### src/rtl/ex_mem_stage.sv
// ex_mem_stage: EX/MEM pipeline register with BEQ/BNE resolution.
// Non-branch instructions are held in a 2-entry skid buffer (head H drives
// out_*, skid S absorbs one extra instruction under backpressure).
// Branches are resolved from the ALU zero flag and never buffered.
// Optional feature macro: EX_MEM_FWD_EN (publishes H as an operand bypass).
`default_nettype none

module ex_mem_stage #(
  parameter int WIDTH = 32,
  parameter int RA_W  = 5
) (
  input  logic             clk,
  input  logic             rst_n,
  input  logic             in_valid,
  output logic             in_ready,
  input  logic [WIDTH-1:0] alu_out,
  input  logic             alu_zero,
  input  logic [RA_W-1:0]  rd,
  input  logic             reg_write,
  input  logic             mem_read,
  input  logic             mem_write,
  input  logic             is_beq,
  input  logic             is_bne,
  input  logic [WIDTH-1:0] br_target_in,
  input  logic [WIDTH-1:0] store_data,
  input  logic             flush,
  output logic             out_valid,
  input  logic             out_ready,
  output logic [WIDTH-1:0] out_result,
  output logic [WIDTH-1:0] out_store_data,
  output logic [RA_W-1:0]  out_rd,
  output logic             out_reg_write,
  output logic             out_mem_read,
  output logic             out_mem_write,
  output logic             br_taken,
  output logic [WIDTH-1:0] br_target,
  output logic             fwd_valid,
  output logic [RA_W-1:0]  fwd_rd,
  output logic [WIDTH-1:0] fwd_data
);

  typedef struct packed {
    logic [WIDTH-1:0] result;
    logic [WIDTH-1:0] store_data;
    logic [RA_W-1:0]  rd;
    logic             reg_write;
    logic             mem_read;
    logic             mem_write;
  } entry_t;

  entry_t h_q, s_q, in_e;
  logic   h_vld, s_vld, h_vld_n, s_vld_n;
  logic   h_ld, s_ld, h_from_s;
  logic   is_br, accept, acc_nb, acc_br, pop, br_cond;

  assign in_e    = '{result: alu_out, store_data: store_data, rd: rd,
                     reg_write: reg_write, mem_read: mem_read, mem_write: mem_write};
  assign is_br   = is_beq | is_bne;
  assign accept  = in_valid & in_ready & ~flush;
  assign acc_nb  = accept & ~is_br;
  assign acc_br  = accept & is_br;
  assign pop     = h_vld & out_ready;
  assign br_cond = (is_beq & alu_zero) | (is_bne & ~alu_zero);

  // Skid-buffer steering: where the new entry lands and what the valid bits become.
  // flush wins over both pop and accept.
  always_comb begin
    h_vld_n  = h_vld;
    s_vld_n  = s_vld;
    h_ld     = 1'b0;
    s_ld     = 1'b0;
    h_from_s = 1'b0;
    if (flush) begin
      h_vld_n = 1'b0;
      s_vld_n = 1'b0;
    end else if (pop) begin
      if (s_vld) begin
        // S advances into H; in_ready was 0 so acc_nb is normally 0 here.
        h_from_s = 1'b1;
        s_ld     = acc_nb;
        s_vld_n  = acc_nb;
      end else begin
        h_ld    = acc_nb;
        h_vld_n = acc_nb;
      end
    end else if (acc_nb) begin
      if (!h_vld) begin
        h_ld    = 1'b1;
        h_vld_n = 1'b1;
      end else begin
        s_ld    = 1'b1;
        s_vld_n = 1'b1;
      end
    end
  end

  // Valid bits and registered ready; ready drops only when S holds an entry.
  always_ff @(posedge clk or negedge rst_n) begin
    if (!rst_n) begin
      h_vld    <= 1'b0;
      s_vld    <= 1'b0;
      in_ready <= 1'b1;
    end else begin
      h_vld    <= h_vld_n;
      s_vld    <= s_vld_n;
      in_ready <= ~s_vld_n;
    end
  end

  // Entry payloads; flush leaves data untouched, only valids are squashed.
  always_ff @(posedge clk or negedge rst_n) begin
    if (!rst_n) begin
      h_q <= '0;
      s_q <= '0;
    end else begin
      if (h_from_s)  h_q <= s_q;
      else if (h_ld) h_q <= in_e;
      if (s_ld)      s_q <= in_e;
    end
  end

  // Branch resolution: one-cycle pulse, target held between taken branches.
  always_ff @(posedge clk or negedge rst_n) begin
    if (!rst_n) begin
      br_taken  <= 1'b0;
      br_target <= '0;
    end else begin
      br_taken <= acc_br & br_cond;
      if (acc_br && br_cond) br_target <= br_target_in;
    end
  end

  assign out_valid      = h_vld;
  assign out_result     = h_q.result;
  assign out_store_data = h_q.store_data;
  assign out_rd         = h_q.rd;
  assign out_reg_write  = h_q.reg_write;
  assign out_mem_read   = h_q.mem_read;
  assign out_mem_write  = h_q.mem_write;

`ifdef EX_MEM_FWD_EN
  // r0 writes are never forwarded since the regfile discards them.
  assign fwd_valid = h_vld & h_q.reg_write & (h_q.rd != '0);
  assign fwd_rd    = h_q.rd;
  assign fwd_data  = h_q.result;
`else
  assign fwd_valid = 1'b0;
  assign fwd_rd    = '0;
  assign fwd_data  = '0;
`endif

endmodule

`default_nettype wire

### config.mk
export PLATFORM = sky130hd
export DESIGN_NAME = ex_mem_stage
export DESIGN_NICKNAME = d
export VERILOG_FILES = /design/src/rtl/ex_mem_stage.sv
export SDC_FILE = /design/constraint.sdc
export NUM_CORES = 1
export LEC_CHECK = 0
export CAP_MARGIN = 0
export CELL_PAD_IN_SITES_DETAIL_PLACEMENT = 0
export CELL_PAD_IN_SITES_GLOBAL_PLACEMENT = 1
export CORE_UTILIZATION = 35
export CTS_CLUSTER_SIZE = 25
export DETAILED_ROUTE_END_ITERATION = 8
export PLACE_DENSITY_LB_ADDON = 0.1
export SLEW_MARGIN = 40
export SYNTH_ARGS = -nofsm -noshare
export SYNTH_HDL_FRONTEND = slang
export SYNTH_SLANG_ARGS = --single-unit
### constraint.sdc
create_clock -name clk -period 4.9 [get_ports clk]
set_clock_uncertainty 0.15 [all_clocks]
set_input_delay 0.735 -clock clk [delete_from_list [all_inputs] [get_ports clk]]
set_output_delay 0.735 -clock clk [all_outputs]
set_load 0.03 [all_outputs]
==> impl_summary.txt, run 1 <==
----------------------------------------------------
[Run status]
  Result of the run ... finished, violations left
  Violated checks ... DRC

[STA]
  Final Max Tran Viols ... 0
  Setup repair after global routing missed its margin ... false
  Setup_tns ... 0 ps
  Setup violations, final ... 0
  Peak Freq ... 344 MHz
  Worst-Margin Slew ... 719 ps
  Slew HR ... a little over half
  Tmin final ... 2910 ps
  Hold Fails Final Rpt ... 0
  Fin crit share ... 59.4%

[Detailed routing]
  Number of routed nets with antenna violations ... 0
  Total number of vias ... roughly 5,500
  DRC violation total after the first TritonRoute iteration ... 234
  Number of vias per cell after detailed routing ... 4.71
  Detailed Routing Iterations Pass 1 ... 6
  Wire length reported by the detailed router ... 19,100 um
  DR WL/cell ... 16.3 um
  Residual DRC ... 28

[CTS]
  H-tree depth reported by CTS ... 4
  # Post-CTS Setup Buffers ... 0
  Maximum clock path buffer count ... 2
  TritonCTS sink count ... 180
  Reg clk slew, reported paths ... roughly 70 ps
  Clock tree from TritonCTS ... yes
  Clk Latency, worst-skew pair ... 410 ps
  Hold-fix buffers, CTS ... 0
  CTS Buf Count ... 17
  Number of instances resized during post-cts repair ... 0
  Library cell used as clock root buffer ... clkbuf_16

[Critical path]
  Highest net fanout along the worst path ... 53
  Data required time at the worst endpoint ... 5050 ps
  Endpoint type of the worst setup path ... flop
  Number of cells on the worst reg-to-reg path ... 5
  R2r setup slk ... 2350 ps
  Setup Crit Path Kind ... in2reg
  Critical path destination ... s_q[4]
  Startpoint Class ... primary input
  Reg2reg end ... s_q[4]
  Worst reg2reg path startpoint ... in_ready
  Origin of the worst setup path ... in_valid
  Data arrival time at the worst-slack endpoint ... 3060 ps

[Yosys]
  Distinct cells, synth ... 31
  Count of state elements after synthesis ... 180
  Cell area after technology mapping ... 0.00787 mm2
  Sequential cell area fraction in the yosys report ... 57.2%
  Syn_area_per_cell ... 11.7 um2
  Number of warnings printed during yosys synthesis ... 0
  Synthesized netlist cell count ... 674

[Place]
  Cell area after placement ... a little over 0.01 mm2
  Number of input and output port buffers inserted ... 218
  Detail Placement HPWL ... 13,100 um
  Final weighted congestion of routability-driven global placement ... 0.724

[Die]
  Row count ... 54
  Die boundary height ... roughly 150 um
  Die area ... 0.0231 mm2
  Core area ... roughly 0.022 mm2
  Count of boundary I/O pins ... 257
  Die W ... about 150 um
  Initial Utilization ... a little over a third

[Power]
  Leakage ... 5.18 nW
  Combinational cell fraction of total power ... between 20% and 30%
  Net switching share of the total power ... 30.3%
  Power density over the cells ... just over 400 mW/mm2
  Reg power frac ... 40.8%
  Largest voltage drop on the vdd net ... 0.000243 V
  Internal portion of total power ... 3.12 mW
  Net switching power ... 1.36 mW
  Clock network fraction of total power ... 32.7%

[Final layout]
  Ant. Diodes ... 0
  Fraction of layout instances using a drive strength above 1 ... 15.1%
  Number of fill cells in the layout ... roughly 2,000
  Post-layout util ... 49.4%
  Leading cell types in the layout, fill and taps excluded ... 217 x clkdlybuf4s50_1, 179 x dfrtp_1, 148 x nand2_1
  Commonest non-fill, non-tap cell in the layout ... clkdlybuf4s50_1
  Final cell area excluding filler cells ... ~0.011 mm2
  Synth-to-layout area growth ... 37.8%
  Nets ... 993

[Global route]
  Antenna violations before repair ... 0
  Overall global routing resource usage ... 17.2%
  Number of global-route vias before repair ... 5,709
  Global route total overflow ... 0
  Largest net degree at the start of global routing ... 96
  First-pass GRT wire length ... 31,200 um

[Min path]
  Min-delay worst type ... in2async

[Job]
  MaxCap Viol Count ... 0

----------------------------------------------------
## cells in the mapped netlist
library cell,count,area (um2)
dfrtp_1,179,4480
nand2_4,1,11.3
and2_1,1,6.26
o31ai_1,1,7.51
nor2_1,72,270
buf_6,7,78.8
mux2_1,20,225
nor2b_1,1,6.26
nor3b_2,1,12.5
dfstp_2,1,26.3
nand2b_1,1,6.26
a31oi_1,72,450
o21bai_1,1,7.51
conb_1,1,3.75
a21o_1,1,7.51
clkbuf_1,14,52.6
buf_4,38,285
mux2_2,14,158
inv_1,1,3.75
or2_1,1,6.26
o211ai_2,1,12.5
nor2b_2,1,8.76
mux2i_1,1,10.0
buf_1,2,7.51
nand3_1,1,5.00
nand2_1,148,556
buf_2,18,90.1
a21oi_1,2,10.0
nor2_2,1,6.26
o211a_1,1,10.0
mux2_4,70,1050
## area by class of cell
cell class / instances / area [um2] / area share [%]
multi-input cells: 451 / 3010 / 27.8
well taps: 280 / 350 / 3.23
repair buffers: 230 / 2340 / 21.6
clock buffers: 20 / 457 / 4.21
inverters: 1 / 3.75 / 0.0346
clock inverters: 11 / 174 / 1.60
flip-flops and latches: 180 / 4510 / 41.5
## power by group through the flow
| stage | clock network, mW | logic, mW | registers [mW] |
|---|---|---|---|
| final | 1.47 | 1.18 | 1.83 |
| after global routing | 1.57 | 1.25 | 1.86 |
| after global placement | 0 | 1.18 | 1.85 |
| after detailed placement | 0 | 1.20 | 1.86 |
| after CTS | 1.51 | 1.20 | 1.83 |
| after floorplan | 0 | 0.292 | 2.20 |
## kinds of logic (layout without fill, tap and decap cells)
group,after synthesis,after routing,share of synthesized area (%)
simple gates,229,229,11.4
compound gates,79,79,6.42
buf+inv,80,262,6.58
mux,105,105,18.3
other cells,1,38,0.0476
flops,180,180,57.2
## how the worst min path moves through the flow
stage	startpoint	end	slack, ps	depth (start not counted)
floorplan	rst_n	br_taken	290	0
global placement	br_target[5]	br_target[5]	320	1
detailed placement	br_target[15]	br_target[15]	320	1
CTS	rst_n	br_target[3]	240	1
global route	rst_n	br_target[3]	230	1
finish	rst_n	br_target[3]	190	1
## routing by layer
layer / up-vias / global-route usage [%] / routed length [um]
met4: 0 / 5.49 / 192
met2: 173 / 28.1 / 9300
met5: - / 0 / 0
met1: 2729 / 22.3 / 8530
met3: 13 / 4.22 / 1090
li1: 2610 / - / -
## critical path, cell delays in order
cell and delay, ps:
clkdlybuf4s50_1 470, nor3b_2 350, and2_1 320, nand2_8 390
buf_4 430, mux2_4 330
## per-stage QoR
step | power (mW) | setup slack (ps) | instances | hold slack [ps]
floorplan | 2.49 | 2860 | 711 | 289
global placement | 3.03 | 1310 | 1137 | 317
detailed placement | 3.05 | 1540 | 1142 | 324
CTS | 4.54 | 1990 | 1173 | 237
global route | 4.68 | 1860 | 1173 | 233
finish | 4.48 | 1990 | 1173 | 193
## state kept, by name, indices dropped and copies added, names as in the netlist, 5 cells and up
signal / cells
out_rd: 5
br_target: 32
s_q: 72
out_store_data: 32
out_result: 32
(Power assumes the default switching activity.)
==> run 2: changes to the inputs <==
clock period = 2.8 ns   (was 4.9 ns; I/O delays follow)
==> impl_summary.txt, run 2 (same netlist as run 1, synthesis figures left out) <==
----------------------------------------------------
[Detailed routing]
  Wire length reported by the detailed router ... 19,100 um (about the same)
  Total number of vias ... 5,502 (-0.42%)
  DR WL/cell ... 16.2 um (-0.34%)
  Number of vias per cell after detailed routing ... 4.67 (-0.84%)
  DRC violation total after the first TritonRoute iteration ... 321 (+37%)
  Detailed Routing Iterations Pass 1 ... 6 (unchanged)
  Number of routed nets with antenna violations ... 0 (unchanged)
  Residual DRC ... 28 (unchanged)

[Place]
  Cell area after placement ... 0.0103 mm2 (+0.60%)
  Detail Placement HPWL ... 12,800 um (-2.1%)
  Number of input and output port buffers inserted ... 218 (unchanged)
  Final weighted congestion of routability-driven global placement ... 0.780 (+7.7%)

[Final layout]
  Ant. Diodes ... 0 (unchanged)
  Leading cell types in the layout, fill and taps excluded ... 217 x clkdlybuf4s50_1, 179 x dfrtp_1, 148 x nand2_1
  Commonest non-fill, non-tap cell in the layout ... clkdlybuf4s50_1
  Number of fill cells in the layout ... 1,991 (-0.35%)
  Fraction of layout instances using a drive strength above 1 ... 15.4% (+0.25 points)
  Synth-to-layout area growth ... 38.4%
  Largest register FFs ... 72 (unchanged)
  Nets ... 997 (+0.40%)
  Largest register by flop count ... s_q
  Final cell area excluding filler cells ... 0.0109 mm2 (+0.47%)

[Critical path]
  Highest net fanout along the worst path ... 3 (-94%)
  Data arrival time at the worst-slack endpoint ... 1650 ps (-1410 ps)
  Endpoint type of the worst setup path ... output port
  Reg2reg end ... br_target[19]
  Startpoint Class ... flop
  R2r setup slk ... 870 ps (-1480 ps)
  Largest stage delay on the critical path ... 690 ps (+220 ps)
  Origin of the worst setup path ... in_ready
  Worst reg2reg path startpoint ... in_ready
  Number of cells on the worst reg-to-reg path ... 6 (+1)
  Data required time at the worst endpoint ... 2230 ps (-2820 ps)
  CP max stage cell ... clkdlybuf4s50_1
  Critical path buffers and inverters ... 1 (-1)
  Setup Crit Path Kind ... reg2out
  Critical path, cell by cell ... clkdlybuf4s50_1
  CP top delay family ... buffers and inverters

[Job]
  MaxCap Viol Count ... 0 (unchanged)

[Min path]
  Min-delay worst type ... reg2reg
  Destination of the worst hold path ... br_target[17]
  Worst Hold Depth ... 1
  Hold path start ... br_target[17]

[Run status]
  Result of the run ... finished, violations left
  Violated checks ... DRC

[CTS]
  Hold-fix buffers, CTS ... 1 (+1)
  Library cell used as clock root buffer ... clkbuf_16
  TritonCTS sink count ... 180 (unchanged)
  Clock tree from TritonCTS ... yes
  H-tree depth reported by CTS ... 4 (unchanged)
  CTS Buf Count ... 17 (unchanged)
  # Post-CTS Setup Buffers ... 0 (unchanged)
  Reg clk slew, reported paths ... 60 ps (about the same)
  Clk Latency, worst-skew pair ... 410 ps (about the same)
  Number of instances resized during post-cts repair ... 0 (unchanged)
  Maximum clock path buffer count ... 2 (unchanged)

[Global route]
  First-pass GRT wire length ... 31,700 um (+1.3%)
  Number of global-route vias before repair ... 5,720 (+0.19%)
  Overall global routing resource usage ... 17.3% (+0.15 points)
  Largest net degree at the start of global routing ... 83 (-14%)
  Antenna violations before repair ... 0 (unchanged)
  Global route total overflow ... 0 (unchanged)

[Power]
  Clock network fraction of total power ... 32.1% (-0.6 points)
  Power density over the cells ... 714 mW/mm2 (+73%)
  Largest voltage drop on the vdd net ... 0.000355 V (+46%)
  Leakage ... 5.23 nW (+0.93%)
  Net switching share of the total power ... 31.0% (+0.64 points)
  Internal portion of total power ... 5.37 mW (+72%)
  Reg power frac ... 41.0% (+0.2 points)
  Combinational cell fraction of total power ... 26.8% (+0.4 points)
  Net switching power ... 2.41 mW (+77%)

[STA]
  Setup_tns ... 0 ps (unchanged)
  Final Max Tran Viols ... 0 (unchanged)
  Tmin final ... between 2000 and 2500 ps
  Fin crit share ... 79.2%
  Slew HR ... 66.1% (+14 points)
  Hold Fails Final Rpt ... 0 (unchanged)
  Setup violations, final ... 0 (unchanged)
  Worst-Margin Slew ... 509 ps (-210 ps)
  Setup repair after global routing missed its margin ... false
  Peak Freq ... 451 MHz

[Die]
  Core area ... 0.0220 mm2 (unchanged)
  Count of boundary I/O pins ... 257 (unchanged)
  Die boundary height ... 152 um (unchanged)
  Die area ... 0.0231 mm2 (unchanged)
  Row count ... 54 (unchanged)
  Die W ... 152 um (unchanged)
  Initial Utilization ... 35.8% (unchanged)

----------------------------------------------------
## run 2: cell types whose count changed in the layout (fill, tap and decap cells not counted), sizes merged
cell / before / now
buf: 12 / 16
bufinv: 4 / 3
clkbuf: 21 / 20
clkinv: 1 / 3
clkinvlp: 3 / 2
dlygate4sd3: 0 / 1
inv: 4 / 5
## run 2: routing by layer
| metal | GRT usage (%) | share of wire, % |
|---|---|---|
| met1 | 22.6 | 44 |
| met2 | 28.2 | 48 |
| met3 | 4.19 | 5.9 |
| met4 | 5.59 | 1.4 |
| met5 | 0 | 0 |
## run 2: worst max path at each step
stage	endpoint	slack [ps]	cells after the start
3_5_place_dp	s_q[70]	440	6
6_report	in_ready	580	1
4_1_cts	in_ready	540	1
2_1_floorplan	br_target[22]	870	5
5_1_grt	in_ready	540	1
3_3_place_gp	s_q[63]	500	6
## run 2: final cells by class
type | count | area (um2) | area share [%]
clock buffers | 20 | 447 | 4.10
well taps | 280 | 350 | 3.22
inverters | 1 | 3.75 | 0.0344
multi-input cells | 451 | 3010 | 27.6
flip-flops and latches | 180 | 4510 | 41.3
repair buffers | 234 | 2420 | 22.2
clock inverters | 12 | 166 | 1.53
## run 2: through the flow
| step | cells | util, % | hold slack, ps | setup slack [ps] | total power [mW] |
|---|---|---|---|---|---|
| 2_1_floorplan | 711 | - | -25.6 | 873 | 4.35 |
| 3_3_place_gp | 1145 | 46.8 | 255 | 505 | 5.30 |
| 3_5_place_dp | 1145 | 46.8 | 261 | 439 | 5.34 |
| 4_1_cts | 1178 | 49.6 | 340 | 544 | 7.88 |
| 5_1_grt | 1178 | 49.6 | 366 | 538 | 8.14 |
| 6_report | 1178 | 49.6 | 338 | 582 | 7.78 |
## run 2: power by group through the flow
stage	registers, mW	logic (mW)	clock network [mW]
after floorplan	3.84	0.511	0
after global placement	3.23	2.07	0
after detailed placement	3.24	2.11	0
after CTS	3.20	2.11	2.57
after global routing	3.25	2.20	2.69
final	3.19	2.09	2.50
==> run 3: changes to the inputs <==
clock period = 2.16 ns   (was 2.8 ns; I/O delays follow)
==> impl_summary.txt, run 3 (same netlist as run 1, synthesis figures left out) <==
----------------------------------------------------
[Run status]
  Result of the run ... finished, violations left
  Violated checks ... DRC

[STA]
  Tmin final ... 1990 ps
  Final Max Tran Viols ... 0 (unchanged)
  Worst hold margin ... 287 ps (-50.7 ps)
  Fin crit share ... 92.0%
  Peak Freq ... 503 MHz
  Slew HR ... 62.6% (-3.5 points)
  Worst-Margin Slew ... 561 ps (+52.5 ps)
  Setup violations, final ... 0 (unchanged)
  Hold Fails Final Rpt ... 0 (unchanged)
  Setup repair after global routing missed its margin ... false

[Global route]
  Number of global-route vias before repair ... 5,776 (+0.98%)
  Global route total overflow ... 0 (unchanged)
  Overall global routing resource usage ... 17.5% (+0.25 points)
  Largest net degree at the start of global routing ... 61 (-27%)
  First-pass GRT wire length ... 32,100 um (+1.3%)
  Antenna violations before repair ... 0 (unchanged)

[Power]
  Net switching share of the total power ... 31.9% (+0.97 points)
  Reg power frac ... 41.2% (+0.2 points)
  Power density over the cells ... 914 mW/mm2 (+28%)
  Net switching power ... 3.22 mW (+34%)
  Clock network fraction of total power ... 31.9% (-0.2 points)
  Combinational cell fraction of total power ... 26.9% (about the same)
  Largest voltage drop on the vdd net ... 0.000582 V (+64%)
  Internal portion of total power ... 6.86 mW (+28%)
  Post-layout power ... 10.1 mW (+30%)
  Leakage ... 5.31 nW (+1.4%)

[Die]
  Initial Utilization ... 35.8% (unchanged)
  Core area ... 0.0220 mm2 (unchanged)
  Die boundary height ... 152 um (unchanged)
  Die area ... 0.0231 mm2 (unchanged)
  Die W ... 152 um (unchanged)
  Row count ... 54 (unchanged)
  Count of boundary I/O pins ... 257 (unchanged)

[Detailed routing]
  Number of routed nets with antenna violations ... 0 (unchanged)
  Number of vias per cell after detailed routing ... 4.70 (+0.61%)
  Detailed Routing Iterations Pass 1 ... 7 (+1)
  DR WL/cell ... 16.4 um (+1.2%)
  Residual DRC ... 28 (unchanged)
  Total number of vias ... 5,587 (+1.5%)
  DRC violation total after the first TritonRoute iteration ... 253 (-21%)
  Wire length reported by the detailed router ... 19,500 um (+2.2%)

[Critical path]
  Startpoint Class ... flop
  CP top delay family ... buffers and inverters
  Number of cells on the worst reg-to-reg path ... 5 (-1)
  Critical path buffers and inverters ... 1 (unchanged)
  Reg2reg end ... s_q[23]
  Worst reg2reg path startpoint ... in_ready
  Data arrival time at the worst-slack endpoint ... 1510 ps (-140 ps)
  Data required time at the worst endpoint ... 1690 ps (-540 ps)
  CP max stage cell ... clkdlybuf4s50_1
  R2r setup slk ... 290 ps (-580 ps)
  Critical path, cell by cell ... clkdlybuf4s50_1
  Endpoint type of the worst setup path ... output port
  Highest net fanout along the worst path ... 2 (-1)
  Setup Crit Path Kind ... reg2out
  Largest stage delay on the critical path ... 730 ps (+40 ps)

[CTS]
  H-tree depth reported by CTS ... 4 (unchanged)
  TritonCTS sink count ... 180 (unchanged)
  Reg clk slew, reported paths ... 70 ps (about the same)
  Clk Latency, worst-skew pair ... 420 ps (about the same)
  CTS Buf Count ... 17 (unchanged)
  Clock tree from TritonCTS ... yes
  Library cell used as clock root buffer ... clkbuf_16
  Maximum clock path buffer count ... 2 (unchanged)
  # Post-CTS Setup Buffers ... 0 (unchanged)

[Job]
  MaxCap Viol Count ... 0 (unchanged)

[Final layout]
  Fraction of layout instances using a drive strength above 1 ... 16.6% (+1.2 points)
  Multi-input gate area in the final layout ... 0.00301 mm2 (unchanged)
  Synth-to-layout area growth ... 40.2%
  Largest register by flop count ... s_q
  Ant. Diodes ... 0 (unchanged)
  Sequential cell area ... 0.00451 mm2 (unchanged)
  Nets ... 1,008 (+1.1%)
  Commonest non-fill, non-tap cell in the layout ... clkdlybuf4s50_1
  Final cell area excluding filler cells ... 0.0110 mm2 (+1.3%)
  Number of fill cells in the layout ... 1,953 (-1.9%)
  Largest register FFs ... 72 (unchanged)
  Leading cell types in the layout, fill and taps excluded ... 216 x clkdlybuf4s50_1, 179 x dfrtp_1, 148 x nand2_1

[Place]
  Number of input and output port buffers inserted ... 218 (unchanged)
  Cell area after placement ... 0.0104 mm2 (+1.3%)
  Detail Placement HPWL ... 13,300 um (+3.9%)
  Final weighted congestion of routability-driven global placement ... 0.736 (-5.7%)

[Min path]
  Min-delay worst type ... in2async

----------------------------------------------------
-- run 3: changes by cell type in the layout (fill, tap and decap cells not counted), moves of 2 or more --
cell / change
buf_12: +4
buf_4: +7
inv_6: -2
inv_8: +4
clkbuf_1: -2
clkinv_8: +2
-- run 3: cell type report --
| cell class | count | share of cell area, % |
|---|---|---|
| Sequential cell | 180 | 40.8 |
| Multi-Input combinational cell | 451 | 27.2 |
| Timing Repair Buffer | 245 | 23.1 |
| Clock buffer | 17 | 3.86 |
| Tap cell | 280 | 3.17 |
| Clock inverter | 15 | 1.76 |
| Inverter | 1 | 0.0340 |
-- run 3: how the worst max path moves through the flow --
| stage | startpoint | endpoint | slack, ps | cells after the start |
|---|---|---|---|---|
| floorplan | in_ready | br_target[22] | 230 | 5 |
| CTS | out_store_data[18] | out_store_data[18] | 140 | 1 |
| global route | out_store_data[26] | out_store_data[26] | 120 | 1 |
| detailed placement | flush | s_q[12] | -130 | 6 |
| finish | out_store_data[26] | out_store_data[26] | 170 | 1 |
| global placement | flush | s_q[18] | -100 | 6 |
-- run 3: timing repair --
item                                    CTS  global route
hold buffers                              1             0
hold endpoints to repair                 48             0
resized for setup                         1             0
endpoints found under the setup margin    1             0
-- run 3: routing by layer --
layer  vias to the layer above  routed length, um  part of all wire, %  GRT usage, %
met1                      2748               8870                   45          23.4
met4                         0                237                  1.2          5.00
met2                       184               9330                   48          28.5
met3                        14               1100                  5.6          4.16
li1                       2641                  -                    -             -
met5                         -                  0                    0             0
-- run 3: per-stage QoR --
stage / util [%] / TNS, ps / std cells / setup slack, ps
after detailed placement: 47.4 / -7390 / 1156 / -130
final: 50.3 / 0 / 1189 / 172
after CTS: 50.3 / 0 / 1189 / 142
after global routing: 50.3 / 0 / 1189 / 122
after floorplan: - / 0 / 711 / 233
after global placement: 47.4 / -5390 / 1156 / -98.8
-- run 3: power by group through the flow --
stage          Clock (mW)  Sequential, mW  Combinational, mW
2_1_floorplan           0            4.98              0.662
3_3_place_gp            0            4.20               2.70
3_5_place_dp            0            4.21               2.73
4_1_cts              3.32            4.16               2.74
5_1_grt              3.46            4.23               2.86
6_report             3.22            4.16               2.71
